==> src/rtl/alu_result_serializer_pkg.sv <==
// Shared types and sizing helpers for the ALU result serializer.
package alu_result_serializer_pkg;

   typedef enum logic {
      IDLE = 1'b0,
      SEND = 1'b1
   } state_e;

   localparam int unsigned BYTE_W = 8;

   function automatic int unsigned num_bytes(input int unsigned width);
      return width / BYTE_W;
   endfunction

   // Byte index needs at least one bit even for single-byte results.
   function automatic int unsigned idx_width(input int unsigned nb);
      return (nb > 1) ? $clog2(nb) : 1;
   endfunction

endpackage

==> src/rtl/alu_result_serializer_result_fifo.sv <==
// WIDTH x DEPTH synchronous FIFO holding captured ALU results.
module result_fifo #(
   parameter int unsigned WIDTH = 16,
   parameter int unsigned DEPTH = 2
) (
   input  logic             clk,
   input  logic             rst_n,
   input  logic             push_i,
   input  logic [WIDTH-1:0] din_i,
   input  logic             pop_i,
   output logic [WIDTH-1:0] dout_c,
   output logic             full_c,
   output logic             empty_c
);

   localparam int unsigned AW = (DEPTH > 1) ? $clog2(DEPTH) : 1;

   logic [WIDTH-1:0] mem_q [DEPTH];
   logic [AW:0]      wr_ptr_q, wr_ptr_d;
   logic [AW:0]      rd_ptr_q, rd_ptr_d;
   logic             do_push;
   logic             do_pop;

   // Extra pointer MSB distinguishes full from empty when the indices match.
   always_comb begin
      empty_c  = (wr_ptr_q == rd_ptr_q);
      full_c   = (wr_ptr_q[AW] != rd_ptr_q[AW]) &&
                 (wr_ptr_q[AW-1:0] == rd_ptr_q[AW-1:0]);
      do_pop   = pop_i && !empty_c;
      do_push  = push_i && (!full_c || do_pop);
      wr_ptr_d = do_push ? wr_ptr_q + (AW+1)'(1) : wr_ptr_q;
      rd_ptr_d = do_pop  ? rd_ptr_q + (AW+1)'(1) : rd_ptr_q;
      dout_c   = mem_q[rd_ptr_q[AW-1:0]];
   end

   always_ff @(posedge clk or negedge rst_n) begin
      if (!rst_n) begin
         wr_ptr_q <= '0;
         rd_ptr_q <= '0;
         for (int unsigned i = 0; i < DEPTH; i++) begin
            mem_q[i] <= '0;
         end
      end else begin
         wr_ptr_q <= wr_ptr_d;
         rd_ptr_q <= rd_ptr_d;
         if (do_push) begin
            mem_q[wr_ptr_q[AW-1:0]] <= din_i;
         end
      end
   end

endmodule

==> src/rtl/alu_result_serializer.sv <==
// Captures ALU results into a FIFO and streams them out LSB byte first over valid/ready.
module alu_result_serializer
   import alu_result_serializer_pkg::*;
#(
   parameter int unsigned WIDTH = 16,
   parameter int unsigned DEPTH = 2
) (
   input  logic             CLK,
   input  logic             RST,
   input  logic [WIDTH-1:0] RES_DATA,
   input  logic             RES_VALID,
   input  logic             TX_READY,
   output logic [7:0]       TX_DATA,
   output logic             TX_VALID,
   output logic             BUSY,
   output logic             DROP
);

   localparam int unsigned NB = num_bytes(WIDTH);
   localparam int unsigned IW = idx_width(NB);

   state_e           state_q, state_d;
   logic [WIDTH-1:0] shreg_q, shreg_d;
   logic [IW-1:0]    idx_q, idx_d;
   logic             tx_valid_q, tx_valid_d;
   logic             drop_q, drop_d;
   logic             fifo_pop;
   logic [WIDTH-1:0] fifo_dout;
   logic             fifo_full;
   logic             fifo_empty;

   result_fifo #(
      .WIDTH (WIDTH),
      .DEPTH (DEPTH)
   ) u_result_fifo (
      .clk     (CLK),
      .rst_n   (RST),
      .push_i  (RES_VALID),
      .din_i   (RES_DATA),
      .pop_i   (fifo_pop),
      .dout_c  (fifo_dout),
      .full_c  (fifo_full),
      .empty_c (fifo_empty)
   );

   always_comb begin
      state_d    = state_q;
      shreg_d    = shreg_q;
      idx_d      = idx_q;
      tx_valid_d = tx_valid_q;
      fifo_pop   = 1'b0;
      case (state_q)
         IDLE: begin
            tx_valid_d = 1'b0;
            if (!fifo_empty) begin
               fifo_pop   = 1'b1;
               shreg_d    = fifo_dout;
               idx_d      = '0;
               tx_valid_d = 1'b1;
               state_d    = SEND;
            end
         end
         SEND: begin
            if (tx_valid_q && TX_READY) begin
               if (idx_q != IW'(NB - 1)) begin
                  shreg_d = shreg_q >> BYTE_W;
                  idx_d   = idx_q + IW'(1);
               end else if (!fifo_empty) begin
                  // Chain straight into the next word without an idle bubble.
                  fifo_pop = 1'b1;
                  shreg_d  = fifo_dout;
                  idx_d    = '0;
               end else begin
                  tx_valid_d = 1'b0;
                  state_d    = IDLE;
               end
            end
         end
         default: begin
            state_d    = IDLE;
            tx_valid_d = 1'b0;
         end
      endcase
      // A pop at the same edge frees the slot, so a full FIFO still accepts the push.
      drop_d = RES_VALID && fifo_full && !fifo_pop;
   end

   always_ff @(posedge CLK or negedge RST) begin
      if (!RST) begin
         state_q    <= IDLE;
         shreg_q    <= '0;
         idx_q      <= '0;
         tx_valid_q <= 1'b0;
         drop_q     <= 1'b0;
      end else begin
         state_q    <= state_d;
         shreg_q    <= shreg_d;
         idx_q      <= idx_d;
         tx_valid_q <= tx_valid_d;
         drop_q     <= drop_d;
      end
   end

   assign TX_DATA  = shreg_q[BYTE_W-1:0];
   assign TX_VALID = tx_valid_q;
   assign DROP     = drop_q;
   assign BUSY     = !fifo_empty || (state_q != IDLE);

endmodule

==> config.mk <==
export PLATFORM = sky130hd
export DESIGN_NAME = alu_result_serializer
export DESIGN_NICKNAME = d
export VERILOG_FILES = /design/src/rtl/alu_result_serializer_pkg.sv /design/src/rtl/alu_result_serializer_result_fifo.sv /design/src/rtl/alu_result_serializer.sv
export SDC_FILE = /design/constraint.sdc
export NUM_CORES = 1
export LEC_CHECK = 0
export ABC_CLOCK_PERIOD_IN_PS = 3020
export BUFFER_PORTS_ARGS = -buffer_cell sky130_fd_sc_hd__buf_2
export CORE_UTILIZATION = 50
export CTS_BUF_LIST = sky130_fd_sc_hd__clkbuf_16
export DETAILED_ROUTE_END_ITERATION = 16
export PLACE_DENSITY = 0.7
export SKIP_CTS_REPAIR_TIMING = 1
export SYNTH_ARGS = -nofsm -noshare
export SYNTH_HDL_FRONTEND = slang
export SYNTH_HIERARCHICAL = 1
export SYNTH_SLANG_ARGS = --single-unit
==> constraint.sdc <==
create_clock -name CLK -period 3.02 [get_ports CLK]
set_input_delay 0.453 -clock CLK [delete_from_list [all_inputs] [get_ports CLK]]
set_output_delay 0.453 -clock CLK [all_outputs]
set_load 0.05 [all_outputs]
Yosys cells after proc, flatten, opt, wreduce, memory -nomap -nowiden
Index checks and enable logic that the tools add are counted.
{ "op_classes": {"addsub": 3, "n_mux": 26, "magnitude_cmp": 3, "bitwise_logic": 3, "n_reduce_logical": 14, "eq_ne": 7} }
{ "ops": {"columns": ["cell", "count"], "rows": [
  ["16-bit two-way mux", 7],
  ["32-bit bitwise mux", 1],
  ["16-bit case mux with 2 select lines", 1],
  ["16-bit demux with 1-bit select", 1],
  ["1-bit two-way mux", 12],
  ["1-bit case mux with 2 select lines", 4],
  ["1-bit logical AND", 7],
  ["2-bit by 1-bit inequality test with 1-bit output, second input constant", 3],
  ["2-bit by 1-bit adder with 2-bit output, second input constant", 2],
  ["2-bit >= comparator, second input constant", 2],
  ["1-bit inverter with 2-bit output", 2],
  ["1-bit logical NOT", 3],
  ["3-bit AND reduction", 1],
  ["2-bit == test", 1],
  ["1-bit logical OR", 2],
  ["2-bit by 1-bit less-than comparator with 1-bit output, second input constant", 1],
  ["2-bit inequality test, second input constant", 1],
  ["2-bit AND reduction", 1],
  ["1-bit adder, second input constant", 1],
  ["1-bit == test", 1],
  ["1-bit inequality test", 1],
  ["1-bit inverter", 1]
]} }
{ "word_totals": {"ff_bits": 56, "output_inout_bits": 11, "word_cells": 65, "input_bits": 20} }

Longest topological paths before layout
{ "depth": {"word_depth": 8, "depth_mapped": 9, "ltp_nobuf": 6} }

Hierarchy
The synthesis kept the hierarchy.
{ "by_module_without_submodules": {"columns": ["module", "area_per_inst_um2", "n_inst", "cells_each"], "rows": [
  ["result_fifo", 1662.8, 1, 112],
  ["alu_result_serializer", 984.7, 1, 81]
]} }

Least setup slack after synthesis
No wires, ideal clock.
{ "synth_timing": {"path_kind": "register to register", "startpoint": "register u_result_fifo.rd_ptr_q[0]", "endpoint": "register u_result_fifo/mem_q[10] (netlist name)", "required_ns": 2.892, "setup_slack_ns": 0.275, "arrival_ns": 2.617, "synth_period_minus_slack_ns": 2.745, "path_stages_with_launch": 10, "setup_time_ns": 0.128, "n_path_buf": 3, "path_cell_list": "dfrtp_1 > buf_1 > xor2_1 > nor2_1 > clkbuf_8 > a21oi_2 > nor2b_1 > a21oi_2 > buf_2 > mux2_1"} }
{ "synth_between": {"elab_chain_cells": 8, "word_cells_on_any_way": 12, "cone_classes": "eq/ne (2); mux (4); reduce/logical (6)"} }
{ "synth_lines": {"columns": ["item", "line_no", "text"], "rows": [
  ["start: declaration", "alu_result_serializer_result_fifo.sv:20", "logic [AW:0] rd_ptr_q, rd_ptr_d;"],
  ["start signal: assignment", "alu_result_serializer_result_fifo.sv:45", "rd_ptr_q <= rd_ptr_d;"],
  ["2-bit == test (*)", "alu_result_serializer_result_fifo.sv:26", "empty_c = (wr_ptr_q == rd_ptr_q);"],
  ["named net fifo_empty", "alu_result_serializer.sv:30", "logic fifo_empty;"],
  ["1-bit two-way mux (*)", "alu_result_serializer.sv:55, alu_result_serializer.sv:68", null],
  ["1-bit two-way mux", "alu_result_serializer.sv:65", "if (idx_q != IW'(NB - 1)) begin"],
  ["1-bit two-way mux", "alu_result_serializer.sv:64", "if (tx_valid_q && TX_READY) begin"],
  ["1-bit case mux with 2 select lines (*)", "alu_result_serializer.sv:52", "case (state_q)"],
  ["named net fifo_pop", "alu_result_serializer.sv:27", "logic fifo_pop;"],
  ["1-bit logical AND (*)", "alu_result_serializer_result_fifo.sv:29", "do_pop = pop_i && !empty_c;"],
  ["1-bit logical OR (*)", "alu_result_serializer_result_fifo.sv:30", "do_push = push_i && (!full_c || do_pop);"],
  ["1-bit logical AND (*)", "alu_result_serializer_result_fifo.sv:30", null],
  ["end signal: indexed assignment", "alu_result_serializer_result_fifo.sv:47", "mem_q[wr_ptr_q[AW-1:0]] <= din_i;"],
  ["end: declaration", "alu_result_serializer_result_fifo.sv:18", "logic [WIDTH-1:0] mem_q [DEPTH];"]
]} }
Mark *: on every way through the listed nets, which the timed path passes. The rest lies on a longest branch.
A chain may end at the register's enable or synchronous reset.

Worst setup path after layout
{ "layout_timing": {"startpoint": "register u_result_fifo.rd_ptr_q[1]", "endpoint": "register u_result_fifo/mem_q[1] (netlist name)"} }
The elaborated chain is that of the path after synthesis.

==> results_dict.tcl <==
set metrics [dict create \
    port_buffers 30 \
    wirelength_um 4627 \
    max_slew_margin_pct 53.72 \
    synth_cell_type_count 36 \
    clock_sink_count 56 \
    finalHoldViolCount 0 \
    place_inst 285 \
    path_max_fanout 10 \
    syn_avg_cell_area_um2 13.72 \
    critPathKind "flop to flop" \
    cts_made_buffers 5 \
    clock_latency_ns 0.29 \
    async_flop_share_pct 100.0 \
    cap_violations 0 \
    arrival_ns 2.58 \
    period_needed_ns 2.409 \
    dpl.hpwl_um 3226 \
    place_ws_ns 0.6134 \
    hp-class "input port to asynchronous set/reset pin" \
    syn-instance-count 193 \
    finalSetupTns_ns 0 \
    fillers 439 \
    power_density_nw_per_um2 1264 \
    endpoint_kind "flop" \
    drive_gt1_share_pct 39.46 \
    mostFrequentLayoutCells "dfrtp_1 (56), buf_2 (30), mux2_2 (23), mux2_1 (16), mux2_4 (10)" \
    placed_area_um2 2818 \
    worst_pin_slew_ns 0.6942 \
    first_global_vias 1546 \
    status "finished clean" \
    grt_overflow 0 \
    power_mw 3.738 \
    cts_tree "yes" \
    ant_nets 0 \
    rsz0062_at_grt "no" \
    ys_ff_latch 56 \
    finClkSkew_ns 0.003457 \
    final_area_um2 2958 \
    antenna_cells 0 \
    syn_nets 213 \
    grt_max_degree 57 \
    globalRouteTotalUtil_pct 18.69 \
    avgRoutedWirePerCell_um 15.79 \
    layout_setup_ws_ns 0.6109 \
    area_growth_syn_to_layout_pct 11.72 \
    start_util_pct 51.84 \
    core_area_um2 5107 \
    max_freq_mhz 415.1 \
    cts_root_buffer "clkbuf_16" \
    syn_area_um2 2648 \
    cp.required_ns 3.19 \
    clk_path_buf_depth 2 \
    drv_slew 0 \
    final_cells 293 \
    drtIter0Drc 94 \
    fin_crit_sh_pct 79.77 \
    dr.pass1.iters 4 \
    ys_seq_area_share_pct 52.93 \
    vias 1542 \
    holdWs_ns 0.2929 \
    vdd_drop_max_uv 542.0 \
    synth_edf_count 0 \
    clkTransAtPathRegs_ns 0.07 \
    vias_per_cell 5.263 \
    startpoint_type "flop" \
    h-tree-depth 2 \
    ys_warn_count 6 \
    final_nets 242 \
    dieHeight_um 74.77 \
    mostFrequentLayoutCell "dfrtp_1" \
    p_leak_nw 1.346 \
    ys.flop_type "dfrtp_1" \
    grt_antenna_before_repair 0 \
    die_w_um 74.77 \
    final_core_util_pct 57.91 \
    ioPinCount 31 \
    grt_pass1_wl_um 7693 \
    setup_viol 0 \
    fp-row-count 26 \
    route.detailed.drc 0 \
    die-area_um2 5590 \
    gp_congestion 0.7636 \
]
[worst paths after layout]
kind / cells after the start / start / slack (ns) / endpoint
max reg2reg: 7 / u_result_fifo/rd_ptr_q[1] / 0.61 / u_result_fifo/mem_q[1]
max: 7 / u_result_fifo/rd_ptr_q[1] / 0.61 / u_result_fifo/mem_q[1]
min in group CLK: 2 / RES_DATA[15] / 0.40 / u_result_fifo/mem_q[31]
min: 2 / RST / 0.29 / u_result_fifo/mem_q[6]
min reg2reg: 1 / u_result_fifo/mem_q[5] / 0.48 / u_result_fifo/mem_q[5]
max in group asynchronous: 2 / RST / 2.26 / u_result_fifo/mem_q[26]
[cell type report]
cell class | instances | area, um2 | share of cell area (%)
well taps | 70 | 87.58 | 2.961
multi-input cells | 122 | 1126 | 38.07
clock buffers | 5 | 125.1 | 4.230
repair buffers | 37 | 202.7 | 6.853
flip-flops and latches | 56 | 1401 | 47.38
clock inverters | 3 | 15.01 | 0.5076
[kinds of logic after synthesis]
family | synth area share [%]
AOI/OAI and AO/OA | 10.63
and+or+nand+nor | 6.002
xor gates and xnor gates | 0.9926
muxes | 24.91
DFF | 52.93
buffers and inverters | 4.537
[registers in the layout, summed over array words and instances (netlist names)]
register and cells:
DROP 1, TX_VALID 1, idx_q 1, shreg_q 16, state_q 1, u_result_fifo/mem_q 32, u_result_fifo/rd_ptr_q 2, u_result_fifo/wr_ptr_q 2
[where the power goes]
part / leakage, nW / switching (mW) / internal [mW] / total [mW]
registers: 0.669 / 0.215 / 1.12 / 1.33
logic: 0.608 / 0.963 / 0.893 / 1.86
clock network: 0.0687 / 0.248 / 0.302 / 0.549
total: 1.35 / 1.43 / 2.31 / 3.74
[critical path, cell delays in order, from the launching register on]
cell and delay [ns]:
dfrtp_1 0.43, xor2_1 0.26, nor2_1 0.12, a21oi_2 0.28, nor2b_1 0.16, a21oi_2 0.40, buf_4 0.29, mux2_2 0.35
[routing by layer]
metal | global-route usage, % | vias to the layer above | share of wire, % | routed length (um)
li1 | - | 750 | - | -
met1 | 27.17 | 761 | 49 | 2280
met2 | 28.63 | 25 | 46 | 2141
met3 | 3.213 | 6 | 3.1 | 143
met4 | 6.080 | 0 | 1.3 | 61
met5 | 0 | - | 0 | 0
[synth_stat cells, types with 3 or more instances]
cell type	n	area share, %
a22o_1	8	2.6
a2bb2oi_1	7	2.3
buf_4	8	2.3
mux2_2	23	9.8
mux2_4	10	5.7
mux2_1	16	6.8
dfrtp_1	56	53
nor2_1	5	0.71
o21ai_0	3	0.57
buf_6	3	1.3
mux2i_1	7	2.6
or2_2	6	1.4
nand2_1	8	1.1
a21oi_1	4	0.76
Note: power is estimated with default switching activity, not from simulation.
